===== src/rtl/hi_15_tag_tx.sv =====
// ISO15693 VICC response transmitter: single-subcarrier Manchester frame (SOF, data LSB first, EOF)
// driven out as a registered load-modulation bit. All state advances on the falling carrier edge.
module hi_15_tag_tx #(
  parameter int SC_DIV        = 32,
  parameter int HALF_BIT_SC   = 8,
  parameter int SOF_EOF_SC    = 24,
  parameter int LOW_RATE_MULT = 4
) (
  input  logic       ck_1356meg,
  input  logic       rst,
  input  logic       start,
  input  logic       low_rate,
  input  logic [7:0] tx_byte,
  input  logic       tx_valid,
  input  logic       tx_last,
  output logic       tx_ready,
  output logic       busy,
  output logic       mod_out,
  output logic       underflow,
  output logic       dbg
);

  localparam int FC_W  = $clog2(SC_DIV);
  localparam int SEG_W = 12;

  localparam logic [SEG_W-1:0] LONG_LAST_HI = SEG_W'(SOF_EOF_SC * SC_DIV - 1);
  localparam logic [SEG_W-1:0] LONG_LAST_LO = SEG_W'(SOF_EOF_SC * SC_DIV * LOW_RATE_MULT - 1);
  localparam logic [SEG_W-1:0] BIT_LAST_HI  = SEG_W'(2 * HALF_BIT_SC * SC_DIV - 1);
  localparam logic [SEG_W-1:0] BIT_LAST_LO  = SEG_W'(2 * HALF_BIT_SC * SC_DIV * LOW_RATE_MULT - 1);
  localparam logic [SEG_W-1:0] HALF_HI      = SEG_W'(HALF_BIT_SC * SC_DIV);
  localparam logic [SEG_W-1:0] HALF_LO      = SEG_W'(HALF_BIT_SC * SC_DIV * LOW_RATE_MULT);

  typedef enum logic [2:0] {
    S_IDLE, S_SOF_UNMOD, S_SOF_MOD, S_SOF_ONE, S_DATA, S_EOF_ZERO, S_EOF_MOD, S_EOF_UNMOD
  } state_t;

  state_t            r_state, w_next;
  logic [FC_W-1:0]   r_fc_cnt;
  logic [SEG_W-1:0]  r_seg_cnt;
  logic              r_low;
  logic [7:0]        r_hold;
  logic              r_hold_last;
  logic              r_hold_full;
  logic [7:0]        r_shift;
  logic              r_cur_last;
  logic [2:0]        r_bit_cnt;
  logic              r_underflow;
  logic              r_mod;
  logic              r_busy;

  logic [SEG_W-1:0]  w_seg_last;
  logic [SEG_W-1:0]  w_half_len;
  logic              w_seg_end;
  logic              w_second_half;
  logic              w_accept;
  logic              w_load;
  logic              w_shift;
  logic              w_set_uf;
  logic              w_mod_seg;

  assign tx_ready  = ~r_hold_full & ~rst;
  assign w_accept  = tx_valid & tx_ready;
  assign busy      = r_busy;
  assign mod_out   = r_mod;
  assign underflow = r_underflow;
  assign dbg       = r_fc_cnt[FC_W-1];

  // Half-bit segments (SOF_ONE, DATA, EOF_ZERO) share one 16T length; the rest are 24T.
  always_comb begin
    w_half_len = r_low ? HALF_LO : HALF_HI;
    case (r_state)
      S_SOF_ONE, S_DATA, S_EOF_ZERO: w_seg_last = r_low ? BIT_LAST_LO : BIT_LAST_HI;
      default:                       w_seg_last = r_low ? LONG_LAST_LO : LONG_LAST_HI;
    endcase
  end

  assign w_seg_end     = (r_seg_cnt == w_seg_last);
  assign w_second_half = (r_seg_cnt >= w_half_len);

  // Next-state logic
  always_comb begin
    w_next   = r_state;
    w_load   = 1'b0;
    w_shift  = 1'b0;
    w_set_uf = 1'b0;
    case (r_state)
      S_IDLE:      if (start) w_next = S_SOF_UNMOD;
      S_SOF_UNMOD: if (w_seg_end) w_next = S_SOF_MOD;
      S_SOF_MOD:   if (w_seg_end) w_next = S_SOF_ONE;
      S_SOF_ONE: begin
        if (w_seg_end) begin
          if (r_hold_full) begin
            w_next = S_DATA;
            w_load = 1'b1;
          end else begin
            w_next   = S_EOF_ZERO;
            w_set_uf = 1'b1;
          end
        end
      end
      S_DATA: begin
        if (w_seg_end) begin
          if (r_bit_cnt != 3'd7) begin
            w_shift = 1'b1;
          end else if (r_cur_last) begin
            w_next = S_EOF_ZERO;
          end else if (r_hold_full) begin
            w_load = 1'b1;
          end else begin
            w_next   = S_EOF_ZERO;
            w_set_uf = 1'b1;
          end
        end
      end
      S_EOF_ZERO:  if (w_seg_end) w_next = S_EOF_MOD;
      S_EOF_MOD:   if (w_seg_end) w_next = S_EOF_UNMOD;
      S_EOF_UNMOD: if (w_seg_end) w_next = S_IDLE;
      default:     w_next = S_IDLE;
    endcase
  end

  // NOTE: every register below uses non-blocking assignment so all of them sample
  // the same pre-edge values; a blocking write here would leak into later reads.
  always_ff @(negedge ck_1356meg) begin
    if (rst) begin
      r_state     <= S_IDLE;
      r_fc_cnt    <= '0;
      r_seg_cnt   <= '0;
      r_low       <= 1'b0;
      r_hold      <= '0;
      r_hold_last <= 1'b0;
      r_hold_full <= 1'b0;
      r_shift     <= '0;
      r_cur_last  <= 1'b0;
      r_bit_cnt   <= '0;
      r_underflow <= 1'b0;
    end else begin
      r_state <= w_next;

      if (r_state == S_IDLE) begin
        if (start) begin
          r_fc_cnt    <= '0;
          r_seg_cnt   <= '0;
          r_low       <= low_rate;
          r_underflow <= 1'b0;
        end
      end else if (w_seg_end) begin
        r_fc_cnt  <= '0;
        r_seg_cnt <= '0;
      end else begin
        r_fc_cnt  <= r_fc_cnt + 1'b1;
        r_seg_cnt <= r_seg_cnt + 1'b1;
      end

      if (w_accept) begin
        r_hold      <= tx_byte;
        r_hold_last <= tx_last;
        r_hold_full <= 1'b1;
      end else if (w_load) begin
        r_hold_full <= 1'b0;
      end

      if (w_load) begin
        r_shift    <= r_hold;
        r_cur_last <= r_hold_last;
        r_bit_cnt  <= '0;
      end else if (w_shift) begin
        r_shift   <= {1'b0, r_shift[7:1]};
        r_bit_cnt <= r_bit_cnt + 1'b1;
      end

      if (w_set_uf) r_underflow <= 1'b1;
    end
  end

  // Output decode: which half of the current segment carries the subcarrier.
  always_comb begin
    case (r_state)
      S_SOF_MOD, S_EOF_MOD: w_mod_seg = 1'b1;
      S_SOF_ONE:            w_mod_seg = w_second_half;
      S_DATA:               w_mod_seg = r_shift[0] ? w_second_half : ~w_second_half;
      S_EOF_ZERO:           w_mod_seg = ~w_second_half;
      default:              w_mod_seg = 1'b0;
    endcase
  end

  // Registered outputs trail the state by one cycle so mod_out never glitches.
  always_ff @(negedge ck_1356meg) begin
    if (rst) begin
      r_mod  <= 1'b0;
      r_busy <= 1'b0;
    end else begin
      r_mod  <= w_mod_seg & ~r_fc_cnt[FC_W-1];
      r_busy <= (r_state != S_IDLE);
    end
  end

endmodule


===== config.mk =====
export PLATFORM = sky130hd
export DESIGN_NAME = hi_15_tag_tx
export DESIGN_NICKNAME = d
export VERILOG_FILES = /design/src/rtl/hi_15_tag_tx.sv
export SDC_FILE = /design/constraint.sdc
export NUM_CORES = 1
export LEC_CHECK = 0
export ABC_AREA = 1
export BUFFER_PORTS_ARGS = -buffer_cell sky130_fd_sc_hd__clkbuf_2
export CAP_MARGIN = 20
export CORE_ASPECT_RATIO = 0.75
export CORE_MARGIN = 8
export CORE_UTILIZATION = 50
export CTS_CLUSTER_DIAMETER = 200
export DETAILED_ROUTE_END_ITERATION = 10
export PLACE_DENSITY = 0.74
export SLEW_MARGIN = 20
export SYNTH_ARGS = -nofsm -noshare
export SYNTH_HDL_FRONTEND = slang
export SYNTH_SLANG_ARGS = --single-unit

===== constraint.sdc =====
create_clock -name ck_1356meg -period 1.95 [get_ports ck_1356meg]
set_input_delay 0.195 -clock ck_1356meg [delete_from_list [all_inputs] [get_ports ck_1356meg]]
set_output_delay 0.195 -clock ck_1356meg [all_outputs]
set_load 0.02 [all_outputs]

After elaboration in Yosys (flattened, before gate mapping)
Cells that the tools add are included.
W data, S select, Z words.
- register bits after elaboration: 46
- bits of input ports: 14
- output and inout bits: 5
- logic and storage cells: 102
- add/sub/neg operators: 3
- order comparisons: 1
- equal/unequal tests: 19
- multiplexer cells: 47
- bitwise gates (word level): 7
- reductions and logical operators: 12
- operators by type and width (operator ; number):
    $mux W12 ; 5
    $mux W3 ; 11
    $pmux W3 S8 ; 1
    $mux W11 ; 2
    $mux W1 ; 20
    $ne A2 B2 Y1 const B ; 9
    $mux W8 ; 2
    $mux W5 ; 3
    $add A12 B1 Y12 const B ; 1
    $eq A12 B12 Y1 ; 1
    $eq A3 B3 Y1 const B ; 4
    $ge A12 B11 Y1 ; 1
    $reduce_and A10 Y1 ; 1
    $reduce_bool A2 Y1 ; 4
    $eq A3 B2 Y1 const B ; 2
    $ne A3 B3 Y1 const B ; 2
    $add A5 B1 Y5 const B ; 1
    $not A1 Y1 ; 4
    $pmux W1 S2 ; 2
    $pmux W1 S4 ; 1
    $reduce_and A2 Y1 ; 2
    $reduce_or A2 Y1 ; 2
    $add A3 B1 Y3 const B ; 1
    $and A1 B1 Y1 ; 3
    4 further kinds ; 4

Logic depth before layout (Yosys ltp)
Gate-level depths: netlist of run 1.
- depth after elaboration: 8
- gate-level depth with buffers: 13

==> flow_summary.json, run 1 <==
{
  "clkPwrFrac_pct": 32.7,
  "final_area_um2": 3210,
  "dpl_cell_area_um2": 2790,
  "dpl.hpwl_um": 4280,
  "end_kind": "output pin",
  "p_per_area_nw_per_um2": 968,
  "multi_input_area_um2": 1370,
  "pwr-share-comb_pct": 29.6,
  "status": "complete, but fails checks",
  "fin_skew_ns": 0.0203,
  "leakage_nw": 1.55,
  "start_kind": "flip-flop",
  "avgRoutedWirePerCell_um": 12.6,
  "antenna_found_initial": 0,
  "switchingPower_mw": 1.32,
  "seqPwrFrac_pct": 37.7,
  "wl_met3_um": 471,
  "crit_chain": "nor2_4 > buf_8",
  "ys_ff_latch": 46,
  "h-tree-depth": 2,
  "setup_viol": 5,
  "path_max_fanout": 2,
  "hold_buffers": 0,
  "maxCapViolations": 0,
  "vias_per_cell": 5.15,
  "ys_types": 32,
  "drt_iter0_markers": 188,
  "relSlewSlack_pct": 73.2,
  "crit_type": "flip-flop to output pin",
  "synth.cell_area_um2": 2420,
  "cts_tree": "yes",
  "critPathArrivalTime_ns": 1.91,
  "synth_cells": 359,
  "wl_met2_um": 2950,
  "peakVddDrop_uv": 577,
  "grt_usage_pct": 17.8,
  "fill_cells": 392,
  "p_sw_share_pct": 42.3,
  "worst_pin_slew_ns": 0.401,
  "grt_pass1_vias": 2529,
  "syn-mean-instance-area_um2": 6.73,
  "critPathSlowestCell": "dfxtp_2",
  "hold_violations": 0,
  "initial_utilization_pct": 50.8,
  "io_buffers": 18,
  "die-area_um2": 7340,
  "die_h_um": 76.2,
  "drive_above_1_share_pct": 20.6,
  "violations": "negative setup slack",
  "core_um2": 4760,
  "ys_seq_area_share_pct": 38.1,
  "clk_pin_slew_ns": 0.05,
  "wl_met1_um": 2970,
  "grt_max_degree": 20,
  "timing.final.ws_setup_ns": -0.158,
  "top_layer": "met4",
  "worstPathRequired_ns": 1.75,
  "worstSkewPairLatency_ns": 0.38,
  "cts_root_buf": "clkbuf_8",
  "grt_pass1_wl_um": 10900,
  "rows": 22,
  "cts.path.max_buffers": 2,
  "diodes": 0,
  "ant_nets": 0,
  "hp-class": "flip-flop to flip-flop",
  "finalSetupTns_ns": -0.258,
  "syn_nets": 380,
  "die_w_um": 96.3,
  "dr.pass1.iters": 5,
  "layout.nets": 471,
  "wirelength_um": 6430,
  "routabilityCongestion": 0.836,
  "grt_overflow": 0,
  "area_delta_synth_final_pct": 33.0,
  "via_count": 2632,
  "seqCellArea_um2": 935,
  "cts_buffers": 5,
  "cts_sinks": 46,
  "cpPeakStageDelay_ns": 0.33,
  "pin_count": 19,
  "cell_internal_pwr_mw": 1.79,
  "maxSlewViolCount": 0,
  "rsz0062_at_grt": "yes",
  "yosysWarnings": 0,
  "drc_errors": 0,
  "dpl_worst_slack_ns": -0.113
}
synthesized netlist by cell type, drive strengths merged:
| library cell | n | share of area (%) |
|---|---|---|
| nand2 | 96 | 15 |
| a21oi | 36 | 7.9 |
| nand4 | 13 | 3.4 |
| nor2 | 36 | 5.8 |
| a22oi | 1 | 0.31 |
| a31oi | 1 | 0.26 |
| dfxtp | 46 | 38 |
| nor3 | 4 | 1.0 |
| inv | 44 | 6.8 |
| or2 | 2 | 0.52 |
| o21ai | 19 | 3.9 |
| o211ai | 2 | 0.62 |
| buf | 3 | 0.57 |
| nand3b | 1 | 0.31 |
| nand3 | 31 | 7.5 |
| clkbuf | 7 | 1.1 |
| nor3b | 1 | 0.31 |
| ha | 7 | 3.6 |
| xor2 | 3 | 1.1 |
| a311oi | 1 | 0.36 |
| xnor2 | 1 | 0.36 |
| and2 | 1 | 0.26 |
| or3 | 1 | 0.26 |
| nor4 | 2 | 0.52 |
power groups by stage:
stage | registers, mW | clock network (mW) | logic, mW
final | 1.17 | 1.02 | 0.922
after global routing | 1.18 | 1.18 | 1.03
after CTS | 1.13 | 1.05 | 0.856
after detailed placement | 1.14 | 0.147 | 0.819
after global placement | 1.14 | 0.147 | 0.797
after floorplan | 1.15 | 0.147 | 0.548
cell families after synthesis:
family	Yosys count	share of synthesized area [%]
buf+inv	54	8.49
compound gates	60	13.4
simple gates	188	34.9
fa+ha+maj	7	3.62
flops	46	38.1
xor+xnor	4	1.45
state kept, by name (all words and copies together) (netlist names), 3 cells and up:
name and flops:
r_hold 8, r_shift 8, r_fc_cnt 5, r_bit_cnt 3
r_seg_cnt 12, r_state 3
layout by cell type (no fill, tap or decap), types with 4 or more instances in the layout:
| cell | count |
|---|---|
| nand2_1 | 92 |
| inv_1 | 85 |
| dfxtp_1 | 37 |
| a21oi_1 | 34 |
| nor2_1 | 30 |
| buf_4 | 28 |
| nand3_1 | 25 |
| o21ai_0 | 19 |
| nand4_1 | 13 |
| clkbuf_2 | 13 |
| dfxtp_2 | 8 |
| ha_1 | 6 |
| clkbuf_8 | 5 |
| buf_8 | 5 |
| inv_2 | 4 |
timing repair:
action | 4_1_cts | 5_1_grt
setup endpoints to repair | 5 | 21
pin swaps | 1 | 4
setup buffers | 2 | 3
resized for setup | 14 | 26
cell type report:
| cell class | count | area share, % |
|---|---|---|
| Sequential cell | 46 | 29.1 |
| Tap cell | 60 | 2.34 |
| Clock inverter | 49 | 6.27 |
| Clock buffer | 5 | 2.14 |
| Multi-Input combinational cell | 259 | 42.7 |
| Timing Repair Buffer | 49 | 12.5 |
| Inverter | 43 | 5.02 |
critical path: cells and delay by family (launching register included):
kind	cells	cell delay, ns
buf+inv	1	0.12
flops	1	0.33
simple gates	1	0.10
per-layer routing:
metal | track usage [%] | vias to the layer above
met5 | 0 | -
met4 | 6.18 | 0
met3 | 6.79 | 6
met2 | 25.8 | 92
met1 | 23.4 | 1182
li1 | - | 1352
through the flow:
step | hold WS (ns) | cells | util (%) | power, mW
final | 0.445 | 511 | 67.5 | 3.11
after floorplan | 0.427 | 359 | - | 1.84
after CTS | 0.449 | 508 | 65.3 | 3.04
after global placement | 0.439 | 454 | 58.5 | 2.08
after detailed placement | 0.444 | 454 | 58.5 | 2.11
after global routing | 0.476 | 511 | 67.5 | 3.39
path summary, 6_finish.rpt:
check | start | to | slack (ns) | cells after the start
worst max-delay path | r_hold_full | tx_ready | -0.16 | 2
worst min register to register | r_hold[1] | r_hold[1] | 0.44 | 2
worst min-delay path | r_hold[1] | r_hold[1] | 0.44 | 2
worst max register to register | r_state[0] | r_bit_cnt[0] | 0.12 | 11
(Power assumes the default switching activity.)
==> inputs of run 2 (changes only) <==
--- a/config.mk
+++ b/config.mk
@@ -13,6 +13,7 @@
 export CORE_UTILIZATION = 50
 export CTS_CLUSTER_DIAMETER = 200
 export DETAILED_ROUTE_END_ITERATION = 10
+export GPL_TIMING_DRIVEN = 0
 export PLACE_DENSITY = 0.74
 export SLEW_MARGIN = 20
 export SYNTH_ARGS = -nofsm -noshare
==> run 2 against run 1 <==
Compared with the run above:
- the flow still finishes with violations (negative setup slack)
- final cell count is 2.2% lower
- clock skew is 0.0093 ns higher
- combinational power fell by 2.4%
- utilization down 1.9 points
- non-clock buffer count decreased by 11
- hold slack improved by 0.0043 ns
- die area stayed put
- sequential share of layout area up 0.91 points
- power is 1.2% lower
- largest cell class unchanged
==> flow_summary.json, run 2 (synthesis gave the netlist of run 1 again) <==
{
  "regMostFlops": "r_seg_cnt",
  "status": "complete, but fails checks",
  "worst_pin_slew_ns": 0.547,
  "setup_viol": 5,
  "dpl.hpwl_um": 4260,
  "crit_path_end": "tx_ready",
  "grt_max_degree": 17,
  "antenna_found_initial": 0,
  "cp-startpoint": "r_hold_full",
  "drt_iter0_markers": 233,
  "end_kind": "output pin",
  "hold_violations": 0,
  "h-tree-depth": 2,
  "top_regs": "r_seg_cnt: 12 flops, r_hold: 8 flops, r_shift: 8 flops",
  "critPathArrivalTime_ns": 1.91,
  "crit_type": "flip-flop to output pin",
  "vias_per_cell": 5.28,
  "routabilityCongestion": 0.878,
  "r2r_cells": 11,
  "rsz0062_at_grt": "yes",
  "layout.nets": 460,
  "grt_usage_pct": 18.0,
  "holdWs_ns": 0.449,
  "rows": 22,
  "die-area_um2": 7340,
  "ant_nets": 0,
  "cts_buffers": 5,
  "wl_met1_um": 3040,
  "rr_startpoint": "r_state[1]",
  "p_per_area_nw_per_um2": 983,
  "timing.rr.end": "r_shift[0]",
  "drive_above_1_share_pct": 19.5,
  "wl_met2_um": 3100,
  "fill_cells": 414,
  "cts_root_buf": "clkbuf_8",
  "hold_buffers": 0,
  "layout_commonest_cell": "nand2_1",
  "wirelength_um": 6670,
  "clk_pin_slew_ns": 0.04,
  "pin_count": 19,
  "crit_chain": "nor2_4 > buf_8",
  "cts_tree": "yes",
  "critPathSlowestCell": "dfxtp_4",
  "start_kind": "flip-flop",
  "via_count": 2641,
  "io_buffers": 18,
  "die_w_um": 96.3,
  "leakage_nw": 1.50,
  "worstSkewPairLatency_ns": 0.39,
  "fin_skew_ns": 0.0296,
  "grt_pass1_vias": 2489,
  "avgRoutedWirePerCell_um": 13.3,
  "violations": "negative setup slack",
  "initial_utilization_pct": 50.8,
  "layout_common_cells": "89 x nand2_1, 84 x inv_1, 35 x a21oi_1, 35 x dfxtp_1, 31 x nor2_1",
  "cpPeakStageDelay_ns": 0.34,
  "hp-class": "flip-flop to flip-flop",
  "grt_overflow": 0,
  "grt_pass1_wl_um": 10700,
  "maxCapViolations": 0,
  "cts.path.max_buffers": 2,
  "final_util_pct": 65.6,
  "die_h_um": 76.2,
  "largest_register_ffs": 12,
  "finalSetupTns_ns": -0.298,
  "diodes": 0,
  "peakVddDrop_uv": 766,
  "top_layer": "met4",
  "drc_errors": 0,
  "dr.pass1.iters": 5,
  "area_delta_synth_final_pct": 29.3,
  "r2r_setup_slack_ns": 0.05,
  "path_max_fanout": 2,
  "relSlewSlack_pct": 63.4,
  "wl_met3_um": 411,
  "timing.final.ws_setup_ns": -0.154,
  "worstPathRequired_ns": 1.75,
  "core_um2": 4760,
  "cts_sinks": 46,
  "maxSlewViolCount": 0
}
run 2: cell types whose count changed in the layout (fill, tap and decap cells not counted), sizes merged:
cell and delta:
buf -19, clkbuf +8
run 2: critical path: cells and delay by family (launching register included):
kind | cells | cell delay, ns
DFF | 1 | 0.34
buffers and inverters | 1 | 0.12
and+or+nand+nor | 1 | 0.10
run 2: timing repair:
item	4_1_cts	5_1_grt
resized for setup	26	32
gates cloned	0	1
pin swaps	1	6
setup buffers	3	6
setup endpoints to repair	33	45
run 2: final cells by class:
cell class	count	area, um^2	area share [%]
multi-input combinational	259	1390	44.4
sequential	46	937	30.0
timing repair buffer	28	233	7.45
clock inverter	49	201	6.45
inverter	43	161	5.16
tap	60	75.1	2.40
clock buffer	5	68.8	2.20
buffer	10	62.6	2.00
run 2: per-layer routing:
metal  GRT usage (%)  up-vias
met5               0        -
met4            7.54        0
met3            8.17       17
met2            26.0       92
met1            22.5     1195
li1                -     1337
run 2: worst min-delay path by stage:
stage               startpoint   endpoint  depth (start not counted)
floorplan                  rst   tx_ready                          1
global placement     r_hold[4]  r_hold[4]                          2
detailed placement   r_hold[3]  r_hold[3]                          2
CTS                  r_hold[3]  r_hold[3]                          2
global route         r_hold[2]  r_hold[2]                          2
finish               r_hold[2]  r_hold[2]                          2
run 2: per-stage QoR:
step | setup slack [ns] | cells | instance area (um^2) | power [mW]
finish | -0.154 | 500 | 3130 | 3.07
floorplan | -0.0664 | 359 | 2440 | 1.84
global route | -0.208 | 500 | 3130 | 3.33
detailed placement | -0.615 | 437 | 2600 | 2.07
CTS | -0.205 | 493 | 2970 | 3.00
global placement | -0.510 | 437 | 2600 | 2.04
run 2: power by group:
group	switching, mW	internal (mW)	leakage (nW)
combinational	0.595	0.305	0.823
clock	0.624	0.391	0.296
sequential	0.105	1.05	0.378
total	1.32	1.75	1.50
